### config.mk
export PLATFORM = sky130hd
export DESIGN_NAME = decoder
export DESIGN_NICKNAME = d
export VERILOG_FILES = /design/src/rtl/decoder.sv
export SDC_FILE = /design/constraint.sdc
export NUM_CORES = 1
export LEC_CHECK = 0
export CAP_MARGIN = 20
export CORE_UTILIZATION = 35
export DETAILED_ROUTE_END_ITERATION = 8
export GPL_ROUTABILITY_DRIVEN = 0
export GPL_TIMING_DRIVEN = 1
export MAX_ROUTING_LAYER = met4
export PLACE_DENSITY = 0.67
export SYNTH_ARGS = -nofsm -noshare
export SYNTH_HDL_FRONTEND = slang
export SYNTH_SLANG_ARGS = --single-unit
### constraint.sdc
create_clock -name clk_in -period 9.1 [get_ports clk_in]
set_input_delay 1.365 -clock clk_in [delete_from_list [all_inputs] [get_ports clk_in]]
set_output_delay 1.365 -clock clk_in [all_outputs]
set_load 0.01 [all_outputs]
### src/rtl/decoder.sv
`default_nettype none
// ============================================================================
// Module   : decoder
// Purpose  : In-order fetch/decode/issue stage feeding the reorder buffer.
//            Fetches one instruction at a time, decodes RV32I fields and
//            issues them with a static next-PC prediction. Stalls on ROB
//            full, JALR resolution and EXIT; redirects on ROB flush.
// Options  : DECODER_BTFN_EN - predict backward branches taken.
// Revision : 1.0 - initial release
// ============================================================================
module decoder #(
  parameter logic [31:0] RESET_PC   = 32'h0,
  parameter int          REG_ID_BIT = 5
) (
  input  logic                  clk_in,
  input  logic                  rst_in,
  input  logic                  rdy_in,
  output logic                  fetch_req,
  output logic [31:0]           fetch_pc,
  input  logic                  inst_valid,
  input  logic [31:0]           inst_data,
  input  logic                  rob_full,
  output logic                  to_rob,
  output logic [5:0]            op_type,
  output logic [REG_ID_BIT-1:0] rd,
  output logic [REG_ID_BIT-1:0] rs1,
  output logic [REG_ID_BIT-1:0] rs2,
  output logic [31:0]           imm,
  output logic [31:0]           inst_pc,
  output logic [31:0]           pc,
  input  logic                  jalr_resolved,
  input  logic [31:0]           jalr_target,
  input  logic                  rob_flush,
  input  logic [31:0]           flush_pc
);

  localparam logic [5:0]  c_op_lui     = 6'd0;
  localparam logic [5:0]  c_op_auipc   = 6'd1;
  localparam logic [5:0]  c_op_jal     = 6'd2;
  localparam logic [5:0]  c_op_jalr    = 6'd3;
  localparam logic [5:0]  c_op_beq     = 6'd4;
  localparam logic [5:0]  c_op_bgeu    = 6'd9;
  localparam logic [5:0]  c_op_lb      = 6'd10;
  localparam logic [5:0]  c_op_sb      = 6'd15;
  localparam logic [5:0]  c_op_addi    = 6'd18;
  localparam logic [5:0]  c_op_add     = 6'd27;
  localparam logic [5:0]  c_op_illegal = 6'd38;
  localparam logic [5:0]  c_op_exit    = 6'd39;
  localparam logic [31:0] c_exit_word  = 32'h0ff00513;

  typedef enum logic [2:0] {
    S_IDLE      = 3'd0,
    S_WAIT      = 3'd1,
    S_HOLD      = 3'd2,
    S_JALR_WAIT = 3'd3,
    S_HALT      = 3'd4
  } state_t;

  state_t      r_state;
  logic [31:0] r_fetch_cnt;
  logic        r_discard;
  logic [31:0] r_inst;
  logic [31:0] r_inst_pc;

  logic [31:0]           w_word;
  logic [31:0]           w_ipc;
  logic [5:0]            w_op;
  logic [REG_ID_BIT-1:0] w_rd;
  logic [REG_ID_BIT-1:0] w_rs1;
  logic [REG_ID_BIT-1:0] w_rs2;
  logic [31:0]           w_imm;
  logic [31:0]           w_npc;
  logic                  w_issue;
  logic [2:0]            w_f3;
  logic [6:0]            w_f7;

  // Decode either the word arriving now or the word parked in HOLD
  always_comb begin
    w_word = (r_state == S_WAIT) ? inst_data : r_inst;
    w_ipc  = (r_state == S_WAIT) ? fetch_pc  : r_inst_pc;
    w_f3   = w_word[14:12];
    w_f7   = w_word[31:25];
    w_op   = c_op_illegal;
    w_rd   = REG_ID_BIT'(w_word[11:7]);
    w_rs1  = REG_ID_BIT'(w_word[19:15]);
    w_rs2  = REG_ID_BIT'(w_word[24:20]);
    w_imm  = {{20{w_word[31]}}, w_word[31:20]};
    case (w_word[6:0])
      7'b0110111, 7'b0010111: begin
        w_op  = (w_word[5]) ? c_op_lui : c_op_auipc;
        w_rs1 = '0;
        w_rs2 = '0;
        w_imm = {w_word[31:12], 12'h000};
      end
      7'b1101111: begin
        w_op  = c_op_jal;
        w_rs1 = '0;
        w_rs2 = '0;
        w_imm = {{12{w_word[31]}}, w_word[19:12], w_word[20], w_word[30:21], 1'b0};
      end
      7'b1100111: begin
        if (w_f3 == 3'b000) w_op = c_op_jalr;
        w_rs2 = '0;
      end
      7'b1100011: begin
        // BEQ,BNE,-,-,BLT,BGE,BLTU,BGEU -> 4..9
        if (w_f3 == 3'b000 || w_f3 == 3'b001) w_op = c_op_beq + {5'd0, w_f3[0]};
        else if (w_f3[2])                     w_op = c_op_beq + {4'd0, w_f3[1:0]} + 6'd2;
        w_rd  = '0;
        w_imm = {{20{w_word[31]}}, w_word[7], w_word[30:25], w_word[11:8], 1'b0};
      end
      7'b0000011: begin
        // LB,LH,LW,-,LBU,LHU -> 10..14
        if (w_f3 <= 3'b010)                     w_op = c_op_lb + {3'd0, w_f3};
        else if (w_f3 == 3'b100 || w_f3 == 3'b101) w_op = c_op_lb + {3'd0, w_f3} - 6'd1;
        w_rs2 = '0;
      end
      7'b0100011: begin
        if (w_f3 <= 3'b010) w_op = c_op_sb + {3'd0, w_f3};
        w_rd  = '0;
        w_imm = {{20{w_word[31]}}, w_word[31:25], w_word[11:7]};
      end
      7'b0010011: begin
        w_rs2 = '0;
        case (w_f3)
          3'b000: w_op = c_op_addi;
          3'b010: w_op = c_op_addi + 6'd1;
          3'b011: w_op = c_op_addi + 6'd2;
          3'b100: w_op = c_op_addi + 6'd3;
          3'b110: w_op = c_op_addi + 6'd4;
          3'b111: w_op = c_op_addi + 6'd5;
          3'b001: if (w_f7 == 7'b0000000) w_op = c_op_addi + 6'd6;
          3'b101: begin
            if (w_f7 == 7'b0000000)      w_op = c_op_addi + 6'd7;
            else if (w_f7 == 7'b0100000) w_op = c_op_addi + 6'd8;
          end
          default: w_op = c_op_illegal;
        endcase
        // Shift amounts are unsigned and exclude the funct7 bits
        if (w_f3 == 3'b001 || w_f3 == 3'b101) w_imm = {27'd0, w_word[24:20]};
      end
      7'b0110011: begin
        w_imm = '0;
        if (w_f7 == 7'b0000000) begin
          case (w_f3)
            3'b000:  w_op = c_op_add;
            3'b001:  w_op = c_op_add + 6'd2;
            3'b010:  w_op = c_op_add + 6'd3;
            3'b011:  w_op = c_op_add + 6'd4;
            3'b100:  w_op = c_op_add + 6'd5;
            3'b101:  w_op = c_op_add + 6'd6;
            3'b110:  w_op = c_op_add + 6'd8;
            default: w_op = c_op_add + 6'd9;
          endcase
        end else if (w_f7 == 7'b0100000) begin
          if (w_f3 == 3'b000)      w_op = c_op_add + 6'd1;
          else if (w_f3 == 3'b101) w_op = c_op_add + 6'd7;
        end
      end
      default: w_op = c_op_illegal;
    endcase
    if (w_op == c_op_illegal) begin
      w_rd  = '0;
      w_rs1 = '0;
      w_rs2 = '0;
      w_imm = '0;
    end
    // The halt marker keeps its ADDI operand fields but reports EXIT
    if (w_word == c_exit_word) w_op = c_op_exit;
  end

  // Static next-PC prediction and issue qualification
  always_comb begin
    w_npc = w_ipc + 32'd4;
    if (w_op == c_op_jal) w_npc = w_ipc + w_imm;
`ifdef DECODER_BTFN_EN
    if (w_op >= c_op_beq && w_op <= c_op_bgeu && w_imm[31]) w_npc = w_ipc + w_imm;
`endif
    w_issue = !rob_flush && !rob_full &&
              (((r_state == S_WAIT) && inst_valid) || (r_state == S_HOLD));
  end

  // Fetch/issue FSM with registered outputs; flush overrides everything
  always_ff @(posedge clk_in or posedge rst_in) begin
    if (rst_in) begin
      r_state     <= S_IDLE;
      r_fetch_cnt <= RESET_PC;
      r_discard   <= 1'b0;
      r_inst      <= '0;
      r_inst_pc   <= '0;
      fetch_req   <= 1'b0;
      fetch_pc    <= RESET_PC;
      to_rob      <= 1'b0;
      op_type     <= '0;
      rd          <= '0;
      rs1         <= '0;
      rs2         <= '0;
      imm         <= '0;
      inst_pc     <= '0;
      pc          <= '0;
    end else if (rdy_in) begin
      fetch_req <= 1'b0;
      to_rob    <= 1'b0;
      if (rob_flush) begin
        r_fetch_cnt <= flush_pc;
        r_state     <= S_IDLE;
        // A request still in flight after this cycle must have its reply dropped
        r_discard   <= ((r_state == S_WAIT) || r_discard) && !inst_valid;
      end else begin
        if (r_discard && inst_valid) r_discard <= 1'b0;
        case (r_state)
          S_IDLE: begin
            if (!r_discard) begin
              fetch_req <= 1'b1;
              fetch_pc  <= r_fetch_cnt;
              r_state   <= S_WAIT;
            end
          end
          S_WAIT: begin
            if (inst_valid) begin
              r_inst    <= inst_data;
              r_inst_pc <= fetch_pc;
              if (rob_full) r_state <= S_HOLD;
            end
          end
          S_JALR_WAIT: begin
            if (jalr_resolved) begin
              r_fetch_cnt <= jalr_target;
              r_state     <= S_IDLE;
            end
          end
          S_HOLD, S_HALT: r_state <= r_state;
          default: r_state <= S_IDLE;
        endcase
        if (w_issue) begin
          to_rob  <= 1'b1;
          op_type <= w_op;
          rd      <= w_rd;
          rs1     <= w_rs1;
          rs2     <= w_rs2;
          imm     <= w_imm;
          inst_pc <= w_ipc;
          pc      <= w_npc;
          if (w_op == c_op_jalr)      r_state <= S_JALR_WAIT;
          else if (w_op == c_op_exit) r_state <= S_HALT;
          else begin
            r_fetch_cnt <= w_npc;
            r_state     <= S_IDLE;
          end
        end
      end
    end
  end

endmodule
`default_nettype wire

Word-level counts from Yosys, hierarchy flattened:

Cells that the tools add are included.
Widths: inputs -> output; s select.

* input bits: 103
* word-level logic and storage cells: 136
* flip-flop bits (word level): 251

* add/subtract/negate cells: 8
* reductions and logical operators: 27
* order comparisons: 1
* bitwise logic cells: 2
* equal/unequal tests: 31
* mux-type cells: 52

Operators by type and width (count)
* $mux 32: 11
* $pmux 32 s6: 1
* $pmux 6 s8: 2
* $mux 6: 13
* $pmux 6 s7: 1
* $add 32x3->32 const B: 1
* $add 32x32->32: 1
* $eq 32x28->1 const B: 1
* $mux 5: 6
* $eq 7x6->1 const B: 4
* $mux 3: 9
* $eq 7x7->1 const B: 3
* $ne 4x4->1 const B: 4
* $eq 3x3->1 const B: 5
* $eq 7x5->1 const B: 2
* $eq 3x2->1 const B: 4
* $eq 6x2->1 const B: 2
* $eq 6x6->1 const B: 2
* $pmux 3 s4: 1
* $add 4x3->5 const A: 2
* $mux 1: 8
* $reduce_and 4->1: 2
* $eq 7x2->1 const B: 1
* $logic_not 7->1: 1
* 19 further kinds: 34

Logic depth before layout (Yosys ltp):

* depth after elaboration: 16
* mapped depth: 32

Worst setup path before layout:

Ideal clock, no wire load.

* path type: input-to-reg
* start: in inst_data[12]
* end: reg r_fetch_cnt[29]
* buffers on the path: 2
* data required time: 8960 ps
* library setup time: 140 ps
* setup slack: 2203 ps
* stages: 25
* arrival time: 6757 ps
* path through: mux2_2 inv_1 ha_1 ha_1 clkbuf_1 a221oi_1 o32a_1 a222oi_1 o41ai_1 a21o_1 and3_1 or2_2 clkbuf_1 nor2_1 ha_1 a2111oi_0 inv_1 o211ai_1 o311ai_0 and3_1 o211ai_1 a21boi_0 or3_1 a31oi_1 o221ai_1

* word-level cells in the longest chain between the ends: 15
* elaborated cells on any way between the ends: 47

RTL lines
* from (decl): RTL line 21 `input logic [31:0] inst_data,`
* $mux 32 (*): RTL line 79 `w_word = (r_state == S_WAIT) ? inst_data : r_inst;`
* branches (longest 7 deep; another with $sub 5x1->6)
* $mux 32 (*): RTL line 162 `if (w_op == c_op_illegal) begin`
* via w_imm[8]: RTL line 71 `logic [31:0] w_imm;`
* $add 32x32->32 (*): RTL line 175 `if (w_op == c_op_jal) w_npc = w_ipc + w_imm;`
* $mux 32 (*): RTL line 175
* $mux 32 (*): RTL line 245 `else if (w_op == c_op_exit) r_state <= S_HALT;`
* $mux 32 (*): RTL line 244 `if (w_op == c_op_jalr) r_state <= S_JALR_WAIT;`
* $mux 32 (*): RTL line 235 `if (w_issue) begin`
* $mux 32 (*): RTL line 204 `if (rob_flush) begin`
* to (signal assigned): RTL line 205 `r_fetch_cnt <= flush_pc;`
* to (signal assigned): RTL line 228 `r_fetch_cnt <= jalr_target;`
* to (signal assigned): RTL line 247 `r_fetch_cnt <= w_npc;`
* to (decl): RTL line 60 `logic [31:0] r_fetch_cnt;`

Mark *: on every way through the listed nets, which the timed path passes.
A chain may end at the register's enable or synchronous reset.

Worst setup path after layout:

* start: in inst_data[14]
* end: reg r_fetch_cnt[29]

The elaborated chain is that of the path after synthesis.

==> results.md <==
- Global routing used 23.8% of the available tracks across all layers.
- The min-delay analysis places its worst path in the category flip-flop to flip-flop.
- The cell row count is between 70 and 80.
- The die covers approximately 44000 µm².
- The later pin in the worst-skew pair is clocked with a latency of 580 ps.
- Setup repair after global routing left no endpoint under its margin.
- Dividing the detail-routed wire length by the instance count gives 21.4 µm.
- Once detailed placement completed, the half-perimeter wirelength came to 37.7 mm.
- The number of antenna violations at the first check in global routing was 0.
- The via count of the first global-routing pass is 13000.
- On the final layout, the worst clock skew is 22.4 ps.
- The effective utilization at floorplan is a little over a third.
- Sequential cells burn 27.0% of the power.
- Cells with a size suffix above 1 make up 11.2% of the layout.
- The post-synthesis cell count is around 1600.
- The count of unique library cells instantiated by Yosys is 82.
- The final worst-path setup slack is 769 ps.
- Net switching is 44.4% of the power.
- The worst pin sits at a relative slew slack of 33.5%.
- Using the TritonRoute via totals, the vias-per-cell ratio works out to 5.59.
- Buffers added to address setup during post-CTS repair amount to 0.
- The setup violation total in the final timing report is 0.
- The number of resized instances in the post-cts repair step is 0.
- The maximum clock path buffer count is 3.
- The floorplan core area is 42100 µm².
- The total number of nets in the final design is 1993.
- After clock tree synthesis, the clock-pin slew on the worst setup and hold paths is roughly 60 ps.
- The share of total power dissipated in combinational logic is a little under three fifths.
- The count of warnings emitted by yosys is 0.
- The pin count of the biggest net entering global routing is 143.
- The global-route layer with the greatest usage is met2.
- The first global-routing pass estimated 78.3 mm of wire.
- TritonCTS built the clock tree.
- In the final timing run, aggregate negative setup slack is 0 ps.
- Cell internal power was estimated by the tool at 4.01 mW.
- The end-of-flow core utilization is between 40% and 50%.
- The vertical die dimension is 209 µm.
- The family with the most delay on the worst path is compound AO/OA/AOI/OAI gates.
- The most used flip-flop cell after synthesis is dfrtp_1.
- The growth of design area from synthesis to finish is 27.0%.
- In this design, the stage delay of the slowest critical-path cell is 590 ps.
- The DRC violations left is 0.
- Leaving out fill and tap cells, the most frequent cell in the layout is nand2_1.
- The global routing usage on met2 is 38.1%.
- For this block, the routed nets add up to 51.5 mm of wire.
- For met1 alone, demand over resource in global routing was 30.4%.
- In this run, the number of DRC markers left after iteration 0 of detailed routing was 1111.
- The clock sink count is 251.
- A synthesized cell averages 9.25 µm².
- The worst setup path is launched from a primary input.
- The async set-reset flop share out of synthesis is 100%.
- The highest ir drop seen on vdd is approximately 0.17 mV.
- The standard cell with the maximum stage delay on the critical path is clkdlybuf4s50_1.
- The number of buffers created by CTS is 29.
- The portion of total power attributed to the clock network is 16.8%.
- The first-pass detailed-route iteration total is 5.
- In this run the remaining antenna-violating nets after routing total 0.
- The number of nets handed over by synthesis was about 1800.
- The placed instances occupy a cell area of 18100 µm².
- For this run, the register share of the synthesized area comes to a little over two fifths.
- Summed over all nets, the switching power comes to roughly 3.2 mW.
- The final period utilization is 91.5%.
- The count of buffers added on input and output ports is 253.
- Yosys mapped a number of flops with a built-in enable equal to 0.
- For this run the aggregate overflow at the end of global routing stands at 0.
- The number of hold buffers added after CTS is 0.
- The library cells used most frequently in the layout, excluding fill and tap cells, are 259 x nand2_1, 253 x clkdlybuf4s50_1, 251 x dfrtp_1.
- In this run the static leakage power is 8.28 nW.
- The actual transition at the worst max-transition pin is around 990 ps.
- The critical path is of the primary input to flip-flop type.
- The met3 global-route usage is 4.88%.
- The tree is rooted in a clkbuf_16.
- The count of inserted antenna diode cells is 0.
- For this run, the top clock speed supported by timing is 0.120 GHz.
- Prior to clock tree synthesis, the placed netlist has a worst setup slack of 371 ps.
- Across the run, the number of max-cap violations was 0.
- In this run the power density over the cells is roughly 380 nW/µm².
- The combined buffer and inverter count along the critical path is 3.
- STA puts the critical path data required time at 9530 ps.
- The endpoint class of the critical path is a flip-flop.
- The die span in x is 209 µm.
- Of all nets on the critical path, the largest fanout is 40.
- The netlist area before placement is 15000 µm².
- CTS built an H-tree with a depth of 1.
- The number of pins with negative max-slew slack in the final report was 0.
- The final hold violation count is 0.
- The time the worst path needs with I/O delays and setup is 8330 ps.
- For the worst setup path, the data arrival time is 8760 ps.
- During I/O placement, the number of pins put on the boundary was 254.
- The flow ran to the end, and the final reports show no timing, DRC or antenna violations.
- The finished cells cover roughly 19000 µm².
- Counting flops and latches in the post-synthesis netlist gives 251.
- The via count is ~13000.
- The worst hold-check slack is between 400 and 500 ps.
## cells in the mapped netlist (6+ instances only)
master / count / area (µm²)
nand3_1: 26 / 130
xnor2_1: 46 / 403
o221ai_1: 7 / 61.3
ha_1: 43 / 538
a21oi_1: 54 / 270
o21ai_0: 100 / 500
a21o_1: 29 / 218
o31ai_1: 34 / 255
nand4_1: 12 / 75.1
o41ai_1: 6 / 52.6
and3_1: 11 / 68.8
inv_1: 51 / 191
nor2b_1: 7 / 43.8
a2111oi_0: 6 / 52.6
buf_1: 7 / 26.3
dfrtp_1: 251 / 6280
o22ai_1: 28 / 175
nor2_1: 135 / 507
xor2_1: 10 / 87.6
mux2_2: 109 / 1230
o32a_1: 6 / 60.1
or3_1: 11 / 68.8
a211oi_1: 14 / 105
o21a_1: 12 / 90.1
or2_2: 9 / 56.3
nor3_1: 54 / 270
clkbuf_1: 60 / 225
nand2_1: 259 / 972
o211ai_1: 7 / 52.6
buf_2: 12 / 60.1
nand2b_1: 10 / 62.6
mux2i_1: 76 / 761
a31oi_1: 10 / 62.6
nor4_1: 9 / 56.3
## metal layers
metal,vias up,wire length [µm]
met5,-,0
met1,6489,21800
met3,105,4010
met2,566,24100
li1,6290,-
met4,0,1640
## cells by family (layout without fill, tap and decap cells)
logic type                 Yosys count  count (layout)  share of synthesized area (%)
AOI/OAI and AO/OA                  370             370                           16.4
xor gates and xnor gates            56              56                           3.26
adders and majority gates           44              44                           3.71
buffers and inverters              139             380                           3.89
DFF                                251             251                           41.8
muxes                              185             185                           13.2
and+or+nand+nor                    581             581                           17.8
## worst reg2reg max path: stages (launching register included)
cell and delay, ps:
dfrtp_1 620, or3b_1 700, a21o_1 510, clkinv_1 430, ha_1 500, and2_1 250, a221oi_1 270, o32a_1 260
o32a_1 160, nand3_1 160, a211oi_1 420, and3_1 280, buf_4 370, a21o_1 330, nor2_1 140, ha_1 390
a21oi_1 150, o21ai_0 140, a311oi_1 340, o311ai_0 290, and3_1 240, o211ai_1 220, a21boi_0 140, or3_1 310
a31oi_1 210, o221ai_1 150
## worst paths after layout
check                                         from                     endpoint  slack [ps]  cells after the start
max in group asynchronous                   rst_in     fetch_pc[30]$_DFFE_PP0P_        6530                      3
hold reg to reg            inst_pc[30]$_DFFE_PP0P_      inst_pc[30]$_DFFE_PP0P_         480                      2
setup / recovery                     inst_data[14]  r_fetch_cnt[29]$_DFFE_PP0P_         770                     26
hold / removal             inst_pc[30]$_DFFE_PP0P_      inst_pc[30]$_DFFE_PP0P_         480                      2
min in group asynchronous                   rst_in            pc[5]$_DFFE_PP0P_        1300                      2
setup reg to reg            r_state[2]$_DFFE_PP0P_  r_fetch_cnt[29]$_DFFE_PP0P_         970                     25
## power by group through the flow
stage / Sequential [mW] / Clock [mW] / Combinational, mW
6_report: 1.95 / 1.21 / 4.05
5_1_grt: 2.01 / 1.28 / 4.39
4_1_cts: 1.95 / 1.24 / 4.02
3_5_place_dp: 1.96 / 0 / 3.99
3_3_place_gp: 1.94 / 0 / 3.93
2_1_floorplan: 1.96 / 0 / 2.47
## cell type report
| class | instances | area [µm²] |
|---|---|---|
| Fill cell | 4002 | 23000 |
| Multi-Input combinational cell | 1236 | 8200 |
| Sequential cell | 251 | 6280 |
| Timing Repair Buffer | 276 | 2770 |
| Clock buffer | 37 | 786 |
| Tap cell | 539 | 674 |
| Inverter | 52 | 203 |
| Clock inverter | 15 | 186 |
## state kept, by name, indices dropped and copies added, names as in the netlist
register / flops
r_inst: 32
inst_pc: 32
r_discard: 1
op_type: 6
r_state: 3
fetch_pc: 32
pc: 32
rs2: 5
fetch_req: 1
r_inst_pc: 32
to_rob: 1
rd: 5
rs1: 5
imm: 32
r_fetch_cnt: 32
## through the flow
stage | power [mW] | instances
6_report | 7.21 | 2406
3_3_place_gp | 5.87 | 2350
2_1_floorplan | 4.42 | 1626
4_1_cts | 7.20 | 2404
3_5_place_dp | 5.96 | 2352
5_1_grt | 7.68 | 2406
No activity file was read; power rests on OpenSTA's default activity.
==> edit 1 (config.mk and constraints unchanged) <==
`REG_ID_BIT`: 5 -> 10.
--- a/src/rtl/decoder.sv
+++ b/src/rtl/decoder.sv
@@ -12,3 +12,3 @@
   parameter logic [31:0] RESET_PC   = 32'h0,
-  parameter int          REG_ID_BIT = 5
+  parameter int          REG_ID_BIT = 10
 ) (
Interface: changed (resized rd, rs1 and rs2); port bits go from 254 to 269. The function was not compared with the original's and may differ.
==> edit 1 against the unedited design <==
Cell area decreased by 0.60%; die area increased by 0.42%; sequential cell count unchanged; total power increased by 3.4%; routed wire length decreased by 1.2%; count of clock-buffer cells in the layout increased by 1; sequential power decreased by 2%; setup slack improved by 0.36 ns; area after synthesis increased by 0.42%; hold slack got worse by 0.0015 ns.
==> edit 1: results <==
{
  "synth_compound_area_frac": 0.173,
  "syn_inst": 1598,
  "n_fill_cell": 3993,
  "clk_pin_slew_ns": 0.07,
  "dp_cells": 2321,
  "relSlewSlack": 0.256,
  "dp_hpwl_um": 37600,
  "wl_met3_um": 4180,
  "skew_ns": 0.0282,
  "cts-root-buf": "clkbuf_16",
  "grt_start_max_net_pins": 141,
  "yosys.area_share.xor_xnor": 0.0284,
  "cpPeakStageDelay_ns": 0.66,
  "grt_pass1_wl_um": 77600,
  "wl_met2_um": 22900,
  "synth_ff_type": "dfrtp_1",
  "first_pass_iters": 6,
  "drive_gt1_frac": 0.122,
  "status": "completed",
  "cts-buffers-inserted": 29,
  "muxShareOfSynthArea": 0.125,
  "use_met1": 0.317,
  "finalSetupViolCount": 0,
  "finalNonFillerCells": 2374,
  "synth_area_leaders": "dfrtp_1, mux2_2, nand2_1",
  "cp_slowest_cell": "or4b_2",
  "area_growth_pct": 25.7,
  "cp.arrival_ns": 8.48,
  "ir_drop_uv": 176,
  "grt_util_all_layers": 0.235,
  "drt-initial-drc-count": 1345,
  "port_buffers": 253,
  "clockBufferDepth": 3,
  "routed.top_layer": "met4",
  "synth_async_sr_flop_share": 1.00,
  "grtUsageMet3": 0.0452,
  "fin_nets": 1960,
  "ys_seq_area_frac": 0.416,
  "synth_cell_type_count": 98,
  "hold_path.class": "flop to flop",
  "cp_max_fo": 13,
  "use_met2": 0.364,
  "place_area_sq_mm": 0.0180,
  "dp_slack_ns": 0.764,
  "synthTopCellsByCount": "dfrtp_1, nand2_1, o21ai_0, nor2_1, mux2_2",
  "finalWirelength_um": 50900,
  "dr_total_vias": 13300,
  "wl_met1_um": 22800,
  "power_leakage_nw": 8.16,
  "synthAdderAreaFrac": 0.0370
}
edit 1: changes by cell type after synthesis, sizes merged, moves of 9 or more:
| cell | unedited run | this run |
|---|---|---|
| a211oi | 15 | 6 |
| a21oi | 54 | 64 |
| a22oi | 1 | 24 |
| buf | 27 | 44 |
| mux2i | 76 | 59 |
| nand2 | 259 | 233 |
| nor2 | 135 | 126 |
| nor3 | 54 | 22 |
| nor4 | 11 | 21 |
| o211ai | 7 | 23 |
| o21ai | 105 | 134 |
| o22ai | 28 | 13 |
| o31ai | 34 | 24 |
edit 1: cell type report:
class                      instances  area share
multi-input combinational       1204       0.427
tap                              539      0.0355
sequential                       251       0.331
inverter                          54      0.0112
timing repair buffer             273       0.142
clock inverter                    15      0.0108
clock buffer                      38      0.0421
edit 1: power by group:
group / internal, mW / total (mW) / switching [mW]
clock network: 0.736 / 1.24 / 0.503
registers: 1.55 / 1.91 / 0.362
logic: 1.76 / 4.31 / 2.55
total: 4.05 / 7.46 / 3.41
edit 1: worst max-delay path, delay by kind of cell:
kind	cells	cell delay, ns
simple gates	7	2.02
compound gates	13	3.44
fa+ha+maj	2	0.73
buf+inv	2	0.78
mux	1	0.11
edit 1: cell families after synthesis:
| family | Yosys count |
|---|---|
| xor gates and xnor gates | 49 |
| buffers and inverters | 157 |
| DFF | 251 |
| adders and majority gates | 44 |
| and+or+nand+nor | 530 |
| other | 1 |
| AOI/OAI and AO/OA | 392 |
| muxes | 174 |
edit 1: worst paths after layout:
path	start	to	slack, ns
min in group asynchronous	rst_in	fetch_pc[6]	1.32
max in group asynchronous	rst_in	op_type[4]	6.51
max	inst_data[14]	pc[28]	1.13
max reg2reg	r_state[0]	pc[28]	1.55
min	imm[26]	imm[26]	0.48
min reg2reg	imm[26]	imm[26]	0.48
==> edit 2 (same flow settings) <==
Without the edit above. Remove the case item `7'b0100011` of the case on `w_word[6:0]`.
--- a/src/rtl/decoder.sv
+++ b/src/rtl/decoder.sv
@@ -117,7 +117,2 @@
       end
-      7'b0100011: begin
-        if (w_f3 <= 3'b010) w_op = c_op_sb + {3'd0, w_f3};
-        w_rd  = '0;
-        w_imm = {{20{w_word[31]}}, w_word[31:25], w_word[11:7]};
-      end
       7'b0010011: begin
Function: changed (Yosys sat finds a counterexample within 4 cycles, from zero or initial values and one cycle with rst_in high).
==> edit 2 against the unedited design <==
Area after synthesis is 0.51% lower; combinational power decreased by 16%; maximum frequency increased by 6.4%; register-to-register slack better by 0.32 ns; routed wire length down 3.7%; sequential power decreased by 5%; critical path type unchanged; largest power group unchanged; first-iteration DRC count fell by 4.4%; hold slack is essentially flat; cell area decreased by 0.96%; critical endpoint is now r_fetch_cnt[30]; total power is 10% lower; setup slack improved by 0.50 ns; cell count is 4.6% lower; count of clock-buffer cells in the layout is 3 higher; highest routed layer unchanged; sequential cell count unchanged.
==> edit 2: results <==
{
  "clk_pin_slew_ns": 0.06,
  "cts-buffers-inserted": 29,
  "clockBufferDepth": 3,
  "cts_setup_buffers": 0,
  "n_fill_cell": 3929,
  "cp_max_fo": 13,
  "drt-initial-drc-count": 1062,
  "r2r_cells": 28,
  "synth_area_leaders": "dfrtp_1, mux2_2, mux2i_1",
  "post_cts_resized": 0,
  "skew_ns": 0.0191,
  "cts-root-buf": "clkbuf_16",
  "h-tree-depth": 1,
  "synthTopCellsByCount": "dfrtp_1, nand2_1, mux2_2, o21ai_0, nor2_1",
  "relSlewSlack": 0.234,
  "synth_fp_nets": 1664,
  "fin_nets": 1882,
  "cpPeakStageDelay_ns": 0.52,
  "cp_slowest_cell": "clkdlybuf4s50_1",
  "hold_path.class": "flop to flop",
  "hold_end": "imm[10]",
  "drive_gt1_frac": 0.139,
  "dr_total_vias": 12800,
  "antenna_cells": 0,
  "critPathTopFamily": "compound AO/OA/AOI/OAI gates",
  "clock_latency_ns": 0.57,
  "synth_cell_type_count": 86,
  "status": "completed",
  "wl_per_cell_um": 21.6,
  "synth_warnings": 0,
  "grt_pass1_wl_um": 76300,
  "reg2reg_from": "r_state[0]",
  "drc": 0,
  "grt_start_max_net_pins": 140,
  "hp-start": "imm[10]",
  "port_buffers": 253,
  "antenna_found_initial": 0,
  "hold_depth": 2,
  "ir_drop_uv": 166,
  "power_leakage_nw": 8.16,
  "rrSetupSlack_ns": 1.29,
  "first_pass_iters": 6,
  "grt_util_all_layers": 0.232,
  "cp.arrival_ns": 8.28,
  "dp_hpwl_um": 36100,
  "synth_async_sr_flop_share": 1.00,
  "r2r_end": "r_fetch_cnt[30]",
  "place_area_sq_mm": 0.0179,
  "ys_seq_area_frac": 0.420
}
[edit 2: changes by cell type in the layout (fill, tap and decap cells not counted), moves of 11 or more]
cell      before  now
nor3_1        54   23
mux2_2       109  144
o22ai_1       28    9
nand2_1      259  175
o31ai_1       34   20
a21o_1        29   18
a211oi_1      14   27
nor2_1       134   89
o21ai_0      100  141
a221o_1        0   23
[edit 2: worst max path at each step]
stage | startpoint | to | slack (ns) | cells after the start
final | inst_data[12] | r_fetch_cnt[30] | 1.27 | 28
after global routing | r_state[0] | r_fetch_cnt[30] | 0.60 | 28
after CTS | inst_data[12] | r_fetch_cnt[30] | 1.43 | 28
after detailed placement | inst_data[12] | r_fetch_cnt[30] | 0.90 | 28
after global placement | inst_data[12] | r_fetch_cnt[30] | 1.11 | 28
after floorplan | rst_in | fetch_pc[0] | 0.84 | 1
[edit 2: cell type report]
class | instances | area [sq um] | share of cell area
multi-input combinational | 1129 | 8050 | 0.426
sequential | 251 | 6280 | 0.332
timing repair buffer | 274 | 2700 | 0.143
clock buffer | 40 | 817 | 0.0432
tap | 539 | 674 | 0.0357
inverter | 52 | 215 | 0.0114
clock inverter | 11 | 164 | 0.00867
[edit 2: through the flow]
stage / hold slack, ns / std cells / total power, mW / worst slack (ns) / utilization
2_1_floorplan: 0.480 / 1519 / 3.92 / 0.835 / -
3_3_place_gp: 0.458 / 2245 / 5.16 / 1.11 / 0.426
3_5_place_dp: 0.466 / 2245 / 5.24 / 0.904 / 0.426
4_1_cts: 0.480 / 2296 / 6.49 / 1.43 / 0.450
5_1_grt: 0.511 / 2296 / 6.90 / 0.602 / 0.450
6_report: 0.477 / 2296 / 6.48 / 1.27 / 0.450
[edit 2: worst register-to-register path, delay by kind of cell (launching register included)]
kind	cells	cell delay, ns
fa+ha+maj	3	1.07
mux	2	0.86
buf+inv	4	0.92
simple gates	5	0.76
flops	1	0.53
compound gates	14	3.54
[edit 2: logic make-up (layout without fill, tap and decap cells)]
group / after synthesis / in the layout / share of synthesized area
adder cells (fa/ha/maj): 42 / 42 / 0.0356
multiplexers: 220 / 220 / 0.159
AND/OR/NAND/NOR: 417 / 417 / 0.135
XOR/XNOR: 51 / 51 / 0.0299
flip-flops: 251 / 251 / 0.420
AO/OA/AOI/OAI: 399 / 399 / 0.178
buffers and inverters: 139 / 377 / 0.0427
[edit 2: report_power, final]
part / leakage, nW / internal (mW) / switching [mW] / total (mW)
clock network: 0.477 / 0.736 / 0.480 / 1.22
registers: 3.25 / 1.53 / 0.334 / 1.86
logic: 4.44 / 1.47 / 1.94 / 3.40
[edit 2: layer usage]
layer	GRT usage	up-vias	wire (um)
met2	0.367	479	23000
met1	0.296	6300	21500
met3	0.0532	99	3650
li1	-	5948	-
met5	-	-	0
met4	0.0641	0	1440
